==> src/rtl/instr_fetch_pkg.sv <==
// Shared definitions for the instruction fetch stage: state encodings,
// instruction width and the default memory timeout.
package instr_fetch_pkg;
  localparam int INSTR_W     = 32;
  localparam int DEF_TIMEOUT = 16;

  typedef enum logic [2:0] {
    S_IDLE  = 3'd0,
    S_WAIT  = 3'd1,
    S_HOLD  = 3'd2,
    S_DRAIN = 3'd3,
    S_ERR   = 3'd4
  } fetch_state_t;
endpackage

==> src/rtl/instr_fetch_if_id_reg.sv <==
// IF/ID pipeline register: loads a fetched word, holds while decode stalls,
// empties on flush or when decode consumes it.
module if_id_reg
  import instr_fetch_pkg::*;
(
  input  logic               clk,
  input  logic               rst,
  input  logic               i_load,
  input  logic               i_stall,
  input  logic               i_flush,
  input  logic [INSTR_W-1:0] i_instr,
  input  logic [INSTR_W-1:0] i_pc,
  output logic               o_valid,
  output logic [INSTR_W-1:0] o_instr,
  output logic [INSTR_W-1:0] o_pc
);
  logic               r_valid;
  logic [INSTR_W-1:0] r_instr;
  logic [INSTR_W-1:0] r_pc;

  always_ff @(posedge clk or posedge rst) begin
    if (rst) begin
      r_valid <= 1'b0;
      r_instr <= '0;
      r_pc    <= '0;
    end else if (i_flush) begin
      r_valid <= 1'b0;
    end else if (i_load) begin
      r_valid <= 1'b1;
      r_instr <= i_instr;
      r_pc    <= i_pc;
    end else if (!i_stall) begin
      r_valid <= 1'b0;
    end
  end

  assign o_valid = r_valid;
  assign o_instr = r_instr;
  assign o_pc    = r_pc;
endmodule

==> src/rtl/instr_fetch.sv <==
// Instruction fetch stage: single-outstanding memory request, hold buffer for
// decode back-pressure, flush drain, misalignment and timeout fault capture.
module instr_fetch
  import instr_fetch_pkg::*;
#(
  parameter int TIMEOUT = DEF_TIMEOUT
) (
  input  logic               clk,
  input  logic               rst,
  input  logic [INSTR_W-1:0] i_pc,
  output logic               o_pc_advance,
  output logic               o_imem_req,
  output logic [INSTR_W-1:0] o_imem_addr,
  input  logic [INSTR_W-1:0] i_imem_data,
  input  logic               i_imem_ready,
  input  logic               i_id_stall,
  input  logic               i_flush,
  output logic               o_if_valid,
  output logic [INSTR_W-1:0] o_if_instr,
  output logic [INSTR_W-1:0] o_if_pc,
  output logic               o_fetch_err,
  output logic [INSTR_W-1:0] o_err_pc
);
  localparam int CNT_W = $clog2(TIMEOUT + 1);
  localparam logic [CNT_W-1:0] TO_VAL = CNT_W'(TIMEOUT);

  fetch_state_t       r_state, w_state_n;
  logic               r_req, w_req_n;
  logic [INSTR_W-1:0] r_addr, w_addr_n;
  logic               r_adv, w_adv_n;
  logic               r_err, w_err_n;
  logic [INSTR_W-1:0] r_err_pc, w_err_pc_n;
  logic [INSTR_W-1:0] r_buf_instr, w_buf_instr_n;
  logic [INSTR_W-1:0] r_buf_pc, w_buf_pc_n;
  logic [CNT_W-1:0]   r_cnt, w_cnt_n;
  logic [CNT_W-1:0]   w_cnt_inc;
  logic               w_load;
  logic [INSTR_W-1:0] w_load_instr;
  logic [INSTR_W-1:0] w_load_pc;
  logic               w_space;
  logic               w_if_valid;

  assign w_space   = !w_if_valid || !i_id_stall;
  assign w_cnt_inc = r_cnt + 1'b1;

  always_ff @(posedge clk or posedge rst) begin
    if (rst) begin
      r_state     <= S_IDLE;
      r_req       <= 1'b0;
      r_addr      <= '0;
      r_adv       <= 1'b0;
      r_err       <= 1'b0;
      r_err_pc    <= '0;
      r_buf_instr <= '0;
      r_buf_pc    <= '0;
      r_cnt       <= '0;
    end else begin
      r_state     <= w_state_n;
      r_req       <= w_req_n;
      r_addr      <= w_addr_n;
      r_adv       <= w_adv_n;
      r_err       <= w_err_n;
      r_err_pc    <= w_err_pc_n;
      r_buf_instr <= w_buf_instr_n;
      r_buf_pc    <= w_buf_pc_n;
      r_cnt       <= w_cnt_n;
    end
  end

  always_comb begin
    w_state_n     = r_state;
    w_req_n       = r_req;
    w_addr_n      = r_addr;
    w_adv_n       = 1'b0;
    w_err_n       = r_err;
    w_err_pc_n    = r_err_pc;
    w_buf_instr_n = r_buf_instr;
    w_buf_pc_n    = r_buf_pc;
    w_cnt_n       = r_cnt;
    w_load        = 1'b0;
    w_load_instr  = i_imem_data;
    w_load_pc     = r_addr;
    case (r_state)
      S_IDLE: begin
        if (!i_flush) begin
          if (i_pc[1:0] != 2'b00) begin
            w_err_n    = 1'b1;
            w_err_pc_n = i_pc;
            w_state_n  = S_ERR;
          end else begin
            w_addr_n  = i_pc;
            w_req_n   = 1'b1;
            w_cnt_n   = '0;
            w_state_n = S_WAIT;
          end
        end
      end
      S_WAIT: begin
        if (i_imem_ready) begin
          w_req_n = 1'b0;
          if (i_flush) begin
            w_state_n = S_IDLE;
          end else if (w_space) begin
            w_load    = 1'b1;
            w_adv_n   = 1'b1;
            w_state_n = S_IDLE;
          end else begin
            w_buf_instr_n = i_imem_data;
            w_buf_pc_n    = r_addr;
            w_state_n     = S_HOLD;
          end
        end else if (w_cnt_inc == TO_VAL) begin
          // A fault outranks a concurrent flush: the address is still reported.
          w_req_n    = 1'b0;
          w_err_n    = 1'b1;
          w_err_pc_n = r_addr;
          w_state_n  = S_ERR;
        end else begin
          w_cnt_n = w_cnt_inc;
          if (i_flush) w_state_n = S_DRAIN;
        end
      end
      S_DRAIN: begin
        if (i_imem_ready) begin
          w_req_n   = 1'b0;
          w_state_n = S_IDLE;
        end else if (w_cnt_inc == TO_VAL) begin
          w_req_n    = 1'b0;
          w_err_n    = 1'b1;
          w_err_pc_n = r_addr;
          w_state_n  = S_ERR;
        end else begin
          w_cnt_n = w_cnt_inc;
        end
      end
      S_HOLD: begin
        if (i_flush) begin
          w_state_n = S_IDLE;
        end else if (w_space) begin
          w_load       = 1'b1;
          w_load_instr = r_buf_instr;
          w_load_pc    = r_buf_pc;
          w_adv_n      = 1'b1;
          w_state_n    = S_IDLE;
        end
      end
      S_ERR: begin
        w_req_n = 1'b0;
      end
      default: begin
        w_state_n = S_IDLE;
        w_req_n   = 1'b0;
      end
    endcase
  end

  if_id_reg u_if_id (
    .clk     (clk),
    .rst     (rst),
    .i_load  (w_load),
    .i_stall (i_id_stall),
    .i_flush (i_flush),
    .i_instr (w_load_instr),
    .i_pc    (w_load_pc),
    .o_valid (w_if_valid),
    .o_instr (o_if_instr),
    .o_pc    (o_if_pc)
  );

  assign o_if_valid   = w_if_valid;
  assign o_pc_advance = r_adv;
  assign o_imem_req   = r_req;
  assign o_imem_addr  = r_addr;
  assign o_fetch_err  = r_err;
  assign o_err_pc     = r_err_pc;
endmodule

==> config.mk <==
export PLATFORM = sky130hd
export DESIGN_NAME = instr_fetch
export DESIGN_NICKNAME = d
export VERILOG_FILES = /design/src/rtl/instr_fetch_pkg.sv /design/src/rtl/instr_fetch_if_id_reg.sv /design/src/rtl/instr_fetch.sv
export SDC_FILE = /design/constraint.sdc
export NUM_CORES = 1
export LEC_CHECK = 0
export ABC_CLOCK_PERIOD_IN_PS = 8600
export CORE_UTILIZATION = 50
export DETAILED_ROUTE_END_ITERATION = 10
export PLACE_DENSITY = 0.8
export SLEW_MARGIN = 30
export SYNTH_ARGS = -nofsm -noshare
export SYNTH_HDL_FRONTEND = slang
export SYNTH_SLANG_ARGS = --single-unit
==> constraint.sdc <==
create_clock -name clk -period 8.6 [get_ports clk]
set_input_delay 1.29 -clock clk [delete_from_list [all_inputs] [get_ports clk]]
set_output_delay 1.29 -clock clk [all_outputs]
set_load 0.05 [all_outputs]
==> metrics.log <==
[metrics] gp weighted congestion: 0.766
[metrics] sum of net half-perimeters after detailed placement: 12200 um
[metrics] Worst Tran Pin Value: 0.953 ns
[metrics] startpoint type of the worst setup path: input pin
[metrics] chip width: 134 um
[metrics] cell at the root of the clock tree: sky130_fd_sc_hd__clkbuf_16
[metrics] classification of the worst setup path: in2reg
[metrics] Fillers: 1315
[metrics] number of iterations in the first detailed-routing pass: 4
[metrics] Total Wirelength: 19700 um
[metrics] proportion of power drawn by the clock network: 23.5%
[metrics] CP startpoint: i_id_stall
[metrics] TritonCTS clock tree: done
[metrics] Crit path buffers/inverters: 2
[metrics] Cell Pwr Density: 353 nW/um^2
[metrics] overall via count from detail_route: 6180
[metrics] cells along the critical path: clkdlybuf4s50_1 -> nand2_1 -> nand3_4 -> buf_4 -> mux2i_1 -> o21ai_0
[metrics] Critical R2R Launch: r_state[2]
[metrics] floorplan row count: 47
[metrics] GR Overflow Total: 0
[metrics] vias per std cell: 5.26
[metrics] internal power component: 0.00236 W
[metrics] reg-to-reg setup timing slack: 5.86 ns
[metrics] CP max-delay cell: sky130_fd_sc_hd__buf_4
[metrics] routed wirelength normalized by instance count: 16.7 um
[metrics] height of the die: 134 um
[metrics] fraction of the core area covered by cells at the end of the flow: 68.7%
[metrics] wire length of the first global-routing pass: 32400 um
[metrics] total CTS buffers: 21
[metrics] delay-heaviest family, CP: buffers and inverters
[metrics] nets in the synthesized netlist: 832
[metrics] initial antenna violation count: 0
[metrics] synth unique cells: 32
[metrics] TritonCTS Sinks: 204
[metrics] multi-input logic area: 3290 sq um
[metrics] switching share of power: 42.1%
[metrics] Post-route DRC: 0
[metrics] depth of the CTS H-tree: 1
[metrics] RSZ-0062 raised after global routing: no
[metrics] register area share after synthesis: 59.0%
[metrics] relative slew slack: 36.4%
[metrics] final slew viol count: 0
[metrics] R2R depth: 5
[metrics] share of total power in combinational logic: 42.0%
[metrics] Ant. Diodes: 0
[metrics] min cycle time layout: 3.18 ns
[metrics] Die Outline Area: 17800 sq um
[metrics] area of the core region: 16800 sq um
[metrics] synthesized instance count: 762
[metrics] share of final-layout standard cells stronger than drive strength 1: 12.1%
[metrics] deepest clock path buffer count: 3
[metrics] CTS clock-pin slew for the worst setup and hold paths: 0.06 ns
[metrics] number of max-cap violations: 0
[metrics] combined global-route utilization of all metal layers: 22.6%
[metrics] Total Neg Setup Slack: 0 ns
[metrics] Initial Util: 51.6%
[metrics] number of synthesized register bits: 204
[metrics] Worst-Skew Late Latency: 0.48 ns
[metrics] cell leakage power: 5.97 nW
[metrics] post-route ant nets: 0
[metrics] Setup crit end: u_if_id.o_pc[25]
[metrics] critical path's largest stage delay: 0.61 ns
[metrics] Tightest Hold Check Type: reg2reg
[metrics] final cycle utilization of the critical path: 36.9%
[metrics] pin count of the biggest net entering global routing: 131
[metrics] Iteration-0 DRC Markers: 341
[metrics] Worst Setup End Kind: flop
[metrics] reg-to-reg endpoint: r_buf_pc[13]
[metrics] num ports: 201
[metrics] count of final hold-check violations: 0
[metrics] Synth Warn #: 0
[metrics] NetSw: 0.00171 W
[metrics] critical path peak fanout: 35
[metrics] required arrival time at the worst endpoint: 8.91 ns
[metrics] number of global-route vias before repair: 6199
[metrics] area used by sequential logic in the layout: 5100 sq um
[metrics] cell area after synthesis: 8650 sq um
[metrics] register share of total power: 34.5%
[metrics] setup violators final: 0
[metrics] Post-CTS Resized: 0
[metrics] outcome: completed
[metrics] FMAX: 315 MHz
[metrics] count of cell instances traversed by the critical path: 6
[metrics] setup repair bufs after CTS: 0
[metrics] maximum resistive drop on vdd: 0.000258 V
[metrics] count of input and output buffers: 200
[metrics] nets@finish: 1014
[metrics] Worst Clk Skew: 0.00644 ns
[metrics] hold-fix buffers at CTS: 0
[metrics] mean instance size in the synthesized netlist: 11.4 sq um
[metrics] data arrival time of the critical path: 3.48 ns
[metrics] area growth from synthesis to layout: 33.0%
-- cell usage in the layout, fill, tap and decap left out, drive strengths merged, types with 8 or more instances in the layout --
cell type and instances:
buf 8, clkbuf 31, clkdlybuf4s50 200, dfrtp 204, mux2 64, mux2i 96, nand2 196, nand3 8
nor2 8, o21ai 103
-- cell families (layout without fill, tap and decap cells) --
logic type | Yosys count | count (layout) | synth area share [%]
and+or+nand+nor | 227 | 227 | 10.6
xor gates and xnor gates | 2 | 2 | 0.202
AOI/OAI and AO/OA | 113 | 113 | 7.06
buffers and inverters | 55 | 249 | 3.59
adders and majority gates | 1 | 1 | 0.145
DFF | 204 | 204 | 59.0
muxes | 160 | 160 | 19.4
-- state kept, by name (all words and copies together), names as in the netlist --
| register | cells |
|---|---|
| o_err_pc | 32 |
| o_fetch_err | 1 |
| o_imem_addr | 32 |
| o_imem_req | 1 |
| o_pc_advance | 1 |
| r_buf_instr | 32 |
| r_buf_pc | 32 |
| r_cnt | 5 |
| r_state | 3 |
| u_if_id.o_instr | 32 |
| u_if_id.o_pc | 32 |
| u_if_id.o_valid | 1 |
-- synthesized netlist by cell type --
library cell,n,area [sq um]
sky130_fd_sc_hd__nor2_1,8,30.0
sky130_fd_sc_hd__buf_6,10,113
sky130_fd_sc_hd__a21oi_1,2,10.0
sky130_fd_sc_hd__o21ai_0,70,350
sky130_fd_sc_hd__nand3_1,8,40.0
sky130_fd_sc_hd__xor2_1,2,17.5
sky130_fd_sc_hd__clkbuf_1,18,67.6
sky130_fd_sc_hd__nor3_2,1,10.0
sky130_fd_sc_hd__o21ai_1,26,130
sky130_fd_sc_hd__o22ai_1,1,6.26
sky130_fd_sc_hd__inv_1,6,22.5
sky130_fd_sc_hd__nand2_1,196,736
sky130_fd_sc_hd__o21a_1,1,7.51
sky130_fd_sc_hd__and2_1,3,18.8
sky130_fd_sc_hd__buf_4,1,7.51
sky130_fd_sc_hd__nor3_1,2,10.0
sky130_fd_sc_hd__nand3b_1,1,7.51
sky130_fd_sc_hd__or4_4,1,11.3
sky130_fd_sc_hd__nand4b_1,2,17.5
sky130_fd_sc_hd__and3b_1,1,8.76
sky130_fd_sc_hd__mux2_2,64,721
sky130_fd_sc_hd__o211ai_1,2,15.0
sky130_fd_sc_hd__a211o_1,1,8.76
sky130_fd_sc_hd__nand2b_1,4,25.0
sky130_fd_sc_hd__o21ai_2,7,61.3
sky130_fd_sc_hd__a31oi_1,2,12.5
sky130_fd_sc_hd__dfrtp_1,204,5100
sky130_fd_sc_hd__clkbuf_2,1,5.00
sky130_fd_sc_hd__a221oi_1,1,8.76
sky130_fd_sc_hd__buf_2,19,95.1
sky130_fd_sc_hd__ha_1,1,12.5
sky130_fd_sc_hd__mux2i_1,96,961
-- through the flow --
stage	total power (W)	hold WS [ns]	instance area [sq um]	setup WS (ns)	cells
finish	0.00406	0.475	11500	5.42	1176
global route	0.00426	0.483	11500	5.30	1176
CTS	0.00410	0.481	11500	5.37	1175
detailed placement	0.00312	0.465	10800	4.87	1140
global placement	0.00309	0.452	10800	4.95	1140
floorplan	0.00250	0.479	8650	1.74	762
-- routing by layer --
| metal | share of wire, % | global-route usage (%) |
|---|---|---|
| met5 | 0 | 0 |
| met4 | 1.7 | 5.18 |
| met3 | 7.6 | 6.13 |
| met2 | 46 | 36.5 |
| met1 | 45 | 30.4 |
-- worst min-delay path by stage --
stage                                   start                  end  cells after the start
after floorplan                r_buf_instr[0]       r_buf_instr[0]                      1
after global placement            o_fetch_err          o_fetch_err                      1
after detailed placement          o_fetch_err          o_fetch_err                      1
after CTS                         o_fetch_err          o_fetch_err                      1
after global routing              o_fetch_err          o_fetch_err                      1
final                     u_if_id.o_instr[16]  u_if_id.o_instr[16]                      2
-- final cells by class --
cell class / count / share of cell area [%]
flip-flops and latches: 204 / 44.4
multi-input cells: 503 / 28.6
repair buffers: 208 / 18.1
clock buffers: 31 / 5.24
well taps: 220 / 2.39
clock inverters: 4 / 1.04
inverters: 6 / 0.304
-- power by group through the flow --
| stage | Sequential, W | Combinational (W) | Clock (W) |
|---|---|---|---|
| finish | 0.00140 | 0.00171 | 0.000957 |
| global route | 0.00144 | 0.00180 | 0.00101 |
| CTS | 0.00140 | 0.00172 | 0.000978 |
| detailed placement | 0.00141 | 0.00171 | 0 |
| global placement | 0.00140 | 0.00169 | 0 |
| floorplan | 0.00219 | 0.000307 | 0 |
-- worst register-to-register path: cells and delay by family (launching register included) --
family / cells / cell delay (ns)
flip-flops: 1 / 0.47
AND/OR/NAND/NOR: 2 / 0.38
multiplexers: 1 / 0.50
buffers and inverters: 2 / 1.28
No activity file was read; power rests on OpenSTA's default activity.
